==> config.mk <==
export PLATFORM = sky130hd
export DESIGN_NAME = fetch_ctrl
export DESIGN_NICKNAME = d
export VERILOG_FILES = /design/src/rtl/fetch_ctrl.sv
export SDC_FILE = /design/constraint.sdc
export NUM_CORES = 1
export LEC_CHECK = 0
export CAP_MARGIN = 10
export CORE_ASPECT_RATIO = 1.1
export CORE_MARGIN = 3
export CORE_UTILIZATION = 39
export CTS_CLUSTER_SIZE = 16
export DETAILED_ROUTE_END_ITERATION = 7
export GPL_ROUTABILITY_DRIVEN = 0
export GPL_TIMING_DRIVEN = 0
export PLACE_DENSITY_LB_ADDON = 0.12
export SYNTH_ARGS = -nofsm -noshare
export SYNTH_HDL_FRONTEND = slang
export SYNTH_SLANG_ARGS = --single-unit
==> constraint.sdc <==
create_clock -name clk -period 4.1 [get_ports clk]
set_input_delay 0.41 -clock clk [delete_from_list [all_inputs] [get_ports clk]]
set_output_delay 0.41 -clock clk [all_outputs]
set_load 0.02 [all_outputs]
==> src/rtl/fetch_ctrl.sv <==
// fetch_ctrl: sequencing controller for the instruction-fetch stage.
// It drives iFetch's reset/pc_src/branch_target, arbitrates trap/branch/jump
// redirects, defers redirects seen during a stall, and generates the IF/ID flush.
`ifndef WORD
`define WORD 32
`endif

module fetch_ctrl #(
  parameter int               WIDTH       = `WORD,
  parameter logic [WIDTH-1:0] TRAP_VECTOR = WIDTH'(60),
  parameter int               CNT_W       = 16
) (
  input  logic             clk,
  input  logic             reset,
  input  logic [WIDTH-1:0] cur_pc,
  input  logic             stall,
  input  logic             br_taken,
  input  logic [WIDTH-1:0] br_target,
  input  logic             jmp_valid,
  input  logic [WIDTH-1:0] jmp_target,
  input  logic             trap,
  input  logic             halt_req,
  input  logic             resume,
  output logic             fetch_reset,
  output logic             pc_src,
  output logic [WIDTH-1:0] branch_target,
  output logic             flush,
  output logic             err,
  output logic [CNT_W-1:0] fetch_count,
  output logic [1:0]       state
);

  typedef enum logic [1:0] {
    S_INIT  = 2'd0,
    S_RUN   = 2'd1,
    S_STALL = 2'd2,
    S_HALT  = 2'd3
  } state_t;

  localparam logic [1:0] LVL_NONE = 2'd0;
  localparam logic [1:0] LVL_JMP  = 2'd1;
  localparam logic [1:0] LVL_BR   = 2'd2;
  localparam logic [1:0] LVL_TRAP = 2'd3;

  state_t           st_q, st_d;
  logic             pend_vld_q;
  logic [1:0]       pend_lvl_q;
  logic [WIDTH-1:0] pend_tgt_q;
  logic             pend_latch;
  logic             pend_clr;
  logic [CNT_W-1:0] cnt_q;
  logic             advance;

  logic [1:0]       br_lvl, jmp_lvl, new_lvl, pend_lvl_eff;
  logic [WIDTH-1:0] br_tgt, jmp_tgt, new_tgt, eff_tgt;
  logic             br_mis, jmp_mis, new_mis;
  logic             use_new, eff_vld;

  function automatic logic misaligned(input logic [WIDTH-1:0] addr);
    return addr[1:0] != 2'b00;
  endfunction

  // Candidate redirects: misaligned targets become a trap-level redirect to
  // the trap vector; equal levels among new inputs prefer trap, then branch.
  always_comb begin
    br_lvl  = LVL_NONE;
    br_tgt  = br_target;
    br_mis  = 1'b0;
    jmp_lvl = LVL_NONE;
    jmp_tgt = jmp_target;
    jmp_mis = 1'b0;
    if (br_taken) begin
      if (misaligned(br_target)) begin
        br_lvl = LVL_TRAP;
        br_tgt = TRAP_VECTOR;
        br_mis = 1'b1;
      end else begin
        br_lvl = LVL_BR;
      end
    end
    if (jmp_valid) begin
      if (misaligned(jmp_target)) begin
        jmp_lvl = LVL_TRAP;
        jmp_tgt = TRAP_VECTOR;
        jmp_mis = 1'b1;
      end else begin
        jmp_lvl = LVL_JMP;
      end
    end
    if (trap) begin
      new_lvl = LVL_TRAP;
      new_tgt = TRAP_VECTOR;
      new_mis = 1'b0;
    end else if (br_lvl != LVL_NONE && br_lvl >= jmp_lvl) begin
      new_lvl = br_lvl;
      new_tgt = br_tgt;
      new_mis = br_mis;
    end else begin
      new_lvl = jmp_lvl;
      new_tgt = jmp_tgt;
      new_mis = jmp_mis;
    end
    // A new redirect beats a stored one of equal level.
    pend_lvl_eff = pend_vld_q ? pend_lvl_q : LVL_NONE;
    use_new      = (new_lvl != LVL_NONE) && (new_lvl >= pend_lvl_eff);
    eff_vld      = use_new || pend_vld_q;
    eff_tgt      = use_new ? new_tgt : pend_tgt_q;
  end

  // Next state and iFetch controls; "hold" means reload cur_pc.
  always_comb begin
    st_d          = st_q;
    fetch_reset   = 1'b0;
    pc_src        = 1'b0;
    branch_target = '0;
    flush         = 1'b0;
    err           = 1'b0;
    pend_latch    = 1'b0;
    pend_clr      = 1'b0;
    advance       = 1'b0;
    if (reset) begin
      fetch_reset = 1'b1;
      flush       = 1'b1;
      st_d        = S_INIT;
    end else begin
      unique case (st_q)
        S_INIT: begin
          fetch_reset = 1'b1;
          flush       = 1'b1;
          st_d        = S_RUN;
        end
        S_RUN: begin
          if (stall) begin
            pc_src        = 1'b1;
            branch_target = cur_pc;
            pend_latch    = use_new;
            err           = use_new && new_mis;
            st_d          = S_STALL;
          end else if (eff_vld) begin
            pc_src        = 1'b1;
            branch_target = eff_tgt;
            flush         = 1'b1;
            err           = use_new && new_mis;
            advance       = 1'b1;
          end else if (halt_req) begin
            pc_src        = 1'b1;
            branch_target = cur_pc;
            st_d          = S_HALT;
          end else begin
            advance = 1'b1;
          end
        end
        S_STALL: begin
          if (stall) begin
            pc_src        = 1'b1;
            branch_target = cur_pc;
            pend_latch    = use_new;
            err           = use_new && new_mis;
          end else begin
            if (eff_vld) begin
              pc_src        = 1'b1;
              branch_target = eff_tgt;
              flush         = 1'b1;
              err           = use_new && new_mis;
            end
            advance  = 1'b1;
            pend_clr = 1'b1;
            st_d     = S_RUN;
          end
        end
        S_HALT: begin
          pc_src = 1'b1;
          if (trap) begin
            branch_target = TRAP_VECTOR;
            flush         = 1'b1;
            advance       = 1'b1;
            st_d          = S_RUN;
          end else begin
            branch_target = cur_pc;
            if (resume) st_d = S_RUN;
          end
        end
        default: st_d = S_INIT;
      endcase
    end
  end

  // State, pending-redirect control and fetch counter.
  always_ff @(posedge clk) begin
    if (reset) begin
      st_q       <= S_INIT;
      pend_vld_q <= 1'b0;
      pend_lvl_q <= LVL_NONE;
      cnt_q      <= '0;
    end else begin
      st_q <= st_d;
      if (pend_clr) begin
        pend_vld_q <= 1'b0;
        pend_lvl_q <= LVL_NONE;
      end else if (pend_latch) begin
        pend_vld_q <= 1'b1;
        pend_lvl_q <= new_lvl;
      end
      if (advance) cnt_q <= cnt_q + CNT_W'(1);
    end
  end

  // Pending target is data; its valid bit qualifies it.
  always_ff @(posedge clk) begin
    if (pend_latch) pend_tgt_q <= new_tgt;
  end

  assign fetch_count = cnt_q;
  assign state       = st_q;

endmodule

==> run summary <==
met2 WL = 6.72 mm
crit path kind = in2out
CTS tree = built
Final period util = 95.3%
measured slew at the worst slew-check pin = 917 ps
metal3 WL = 956 um
# fillers = 784
DR vias/cell = 6.03
routed via count = 4090
Finished Layout Cells = 678
clk buf depth = 2
CTS buffer count = 5
initial antenna violation count = 0
Worst Hold Class = in2reg
critical path's slowest cell = a221o_1
top_reg_cell synth = edfxtp_1
first-pass GRT wire length = 20.1 mm
post-synthesis average cell area = 9.57 um^2
Avg WL per Cell = 19.4 um
drt drc = 0
Initial DRT Pass Iterations = 4
FFs w/ async S/R, synth = 0%
antenna cells = 0
overall power = 1.34 mW
Die Width = 99.5 um
share of layout cells above drive strength 1 = 16.8%
critical path, cell by cell = dlygate4sd2_1, o21ai_2, ha_1, nand2_2, o21a_1, buf_6, buf_8, o21ai_2, ha_1, nand2b_4, a21o_4, a21oi_4, a31o_4, buf_6, buf_6, a221o_1, buf_4
GR Util All Layers = 23.0%
Peak Freq = 256 MHz
Setup Skew = 12.0 ps
Synth Cell Area = 3750 um^2
Placed Area = 5460 um^2
placed cells = 662
clock root cell = clkbuf_8
# IOs = 158
commonest cells after routing, fill and taps aside = clkdlybuf4s50_1 (116), a21oi_1 (33), edfxtp_1 (32)
Register Area = 1380 um^2
Final Core Density = 61.5%
number of flops mapped to enable cells by yosys = 32
status = complete, no violations
Critical Path RT = 3690 ps
max incr delay on CP = 350 ps
Synth Net Count = 505
P&R area growth vs syn = 49.2%
synthesis-stage register bit count = 53
total wire length = 13.2 mm
area of the die = 10800 um^2
Multi-input gate area = 2260 um^2
largest net degree at the start of global routing = 36
sequential share of the synthesized area = 36.8%
Slew Viols, Final = 0
vias in the first global route = 4005
pwr dens = 239 nW/um^2
Final min period = 3910 ps
most common cell after layout, fill and taps aside = clkdlybuf4s50_1
RSZ-0062 raised after global routing = no
total gr overflow = 0
HPWL after DPL = 9.55 mm
arrival time worst endpoint = 3500 ps
Chip Height = 109 um
H-tree depth = 2
yosys warns = 0
Post-DRT Antenna Nets = 0
top sig layer = met4
M1 wire length = 5.37 mm
Mapped Cells = 392
cell mode on critical path = buf_6
Placeable Area = 9100 um^2
Row Count = 36
final number of setup-violating endpoints = 0
CP max FO = 10
P_leak = 2.10 nW
Yosys cell types = 50
Peak VDD IR = 154 uV
Detailed Route Iter0 Violations = 215
initial core utilization = 41.2%
Final Hold Fails = 0
latest clock arrival within the worst-skew pair = 310 ps
Setup crit start kind = input pin
CP endpoint kind = output port
CTS Sinks = 53
Port Buffers = 156
post-route cell area = 5600 um^2
max cap viols = 0
hold_ws = 406 ps
fin nets = 676
Reg clk slew, reported paths = 110 ps
slew margin rel. = 38.8%
[report_power, final]
group          leakage, nW  switching (mW)  internal (mW)  total [mW]
Clock               0.0573           0.188          0.162       0.351
Sequential           0.470         0.00727          0.585       0.592
Combinational         1.57           0.201          0.195       0.396
Total                 2.10           0.397          0.942        1.34
[worst paths after layout]
kind | from | to | slack (ps) | cells past startpoint
setup / recovery | jmp_valid | branch_target[24] | 190 | 17
hold / removal | reset | fetch_count[4]$_SDFFE_PP0P_ | 410 | 2
setup reg to reg | pend_vld_q$_SDFFE_PP0P_ | pend_lvl_q[1]$_SDFFE_PP0P_ | 1180 | 9
hold reg to reg | fetch_count[15]$_SDFFE_PP0P_ | fetch_count[15]$_SDFFE_PP0P_ | 500 | 1
[repair_timing]
item                       CTS  global route
cloned                       1             0
setup buffers                8             0
setup endpoints to repair   77            35
hold buffers                 0             0
gates resized for setup    130            27
pin swaps                    6             2
[critical path: cells and delay by family]
| family | cells | cell delay, ps |
|---|---|---|
| compound gates | 7 | 1200 |
| buf+inv | 6 | 1060 |
| fa+ha+maj | 2 | 590 |
| simple gates | 2 | 240 |
[area by class of cell]
class	count	share of cell area, %
clock buffer	6	1.68
clock inverter	2	0.313
inverter	7	0.470
multi-input combinational	298	40.4
buffer	33	3.47
sequential	53	24.7
tap	114	2.55
timing repair buffer	165	26.5
[state kept, by name, indices dropped and copies added, names as in the netlist]
name,count
fetch_count,16
pend_lvl_q,2
pend_tgt_q,32
pend_vld_q,1
state,2
[stage by stage]
| stage | setup WS (ps) | TNS (ps) |
|---|---|---|
| 3_3_place_gp | -1370 | -84720 |
| 2_1_floorplan | 74.9 | 0 |
| 5_1_grt | 4.01 | 0 |
| 6_report | 192 | 0 |
| 3_5_place_dp | -1410 | -59800 |
| 4_1_cts | 1.69 | 0 |
[logic make-up (layout without fill, tap and decap cells)]
logic type,Yosys count,in the layout,synth area share [%]
flip-flops,53,53,36.8
AND/OR/NAND/NOR,123,123,19.2
AO/OA/AOI/OAI,163,163,35.0
buffers and inverters,41,213,5.07
multiplexers,3,3,0.901
adder cells (fa/ha/maj),9,9,3.00
[layer usage]
metal  up-vias  global-route usage (%)
li1       1929                       -
met1      1970                    28.5
met2       179                    41.8
met3        12                    3.26
met4         0                    6.15
met5         -                       0
[synth_stat cells, drive strengths merged (3+ instances only)]
cell type,number,area share (%)
a21oi,36,5.0
a221o,26,6.9
a22o,28,6.5
a32o,26,6.9
and2,29,4.8
and3,8,1.3
buf,20,3.0
clkbuf,14,1.4
dfxtp,21,11
edfxtp,32,26
ha,9,3.0
inv,7,0.70
mux2,3,0.90
nand2,19,1.9
nand2b,6,1.0
nand3,7,0.93
nand3b,4,0.80
nand4,3,0.50
nor2,16,1.9
nor2b,7,1.4
o21a,6,1.2
o21ai,13,1.7
o311ai,5,1.2
o31ai,8,1.6
o32ai,4,0.93
o41ai,3,0.70
or3,11,1.8
or4,5,1.0
Note: power is estimated with default switching activity, not from simulation.
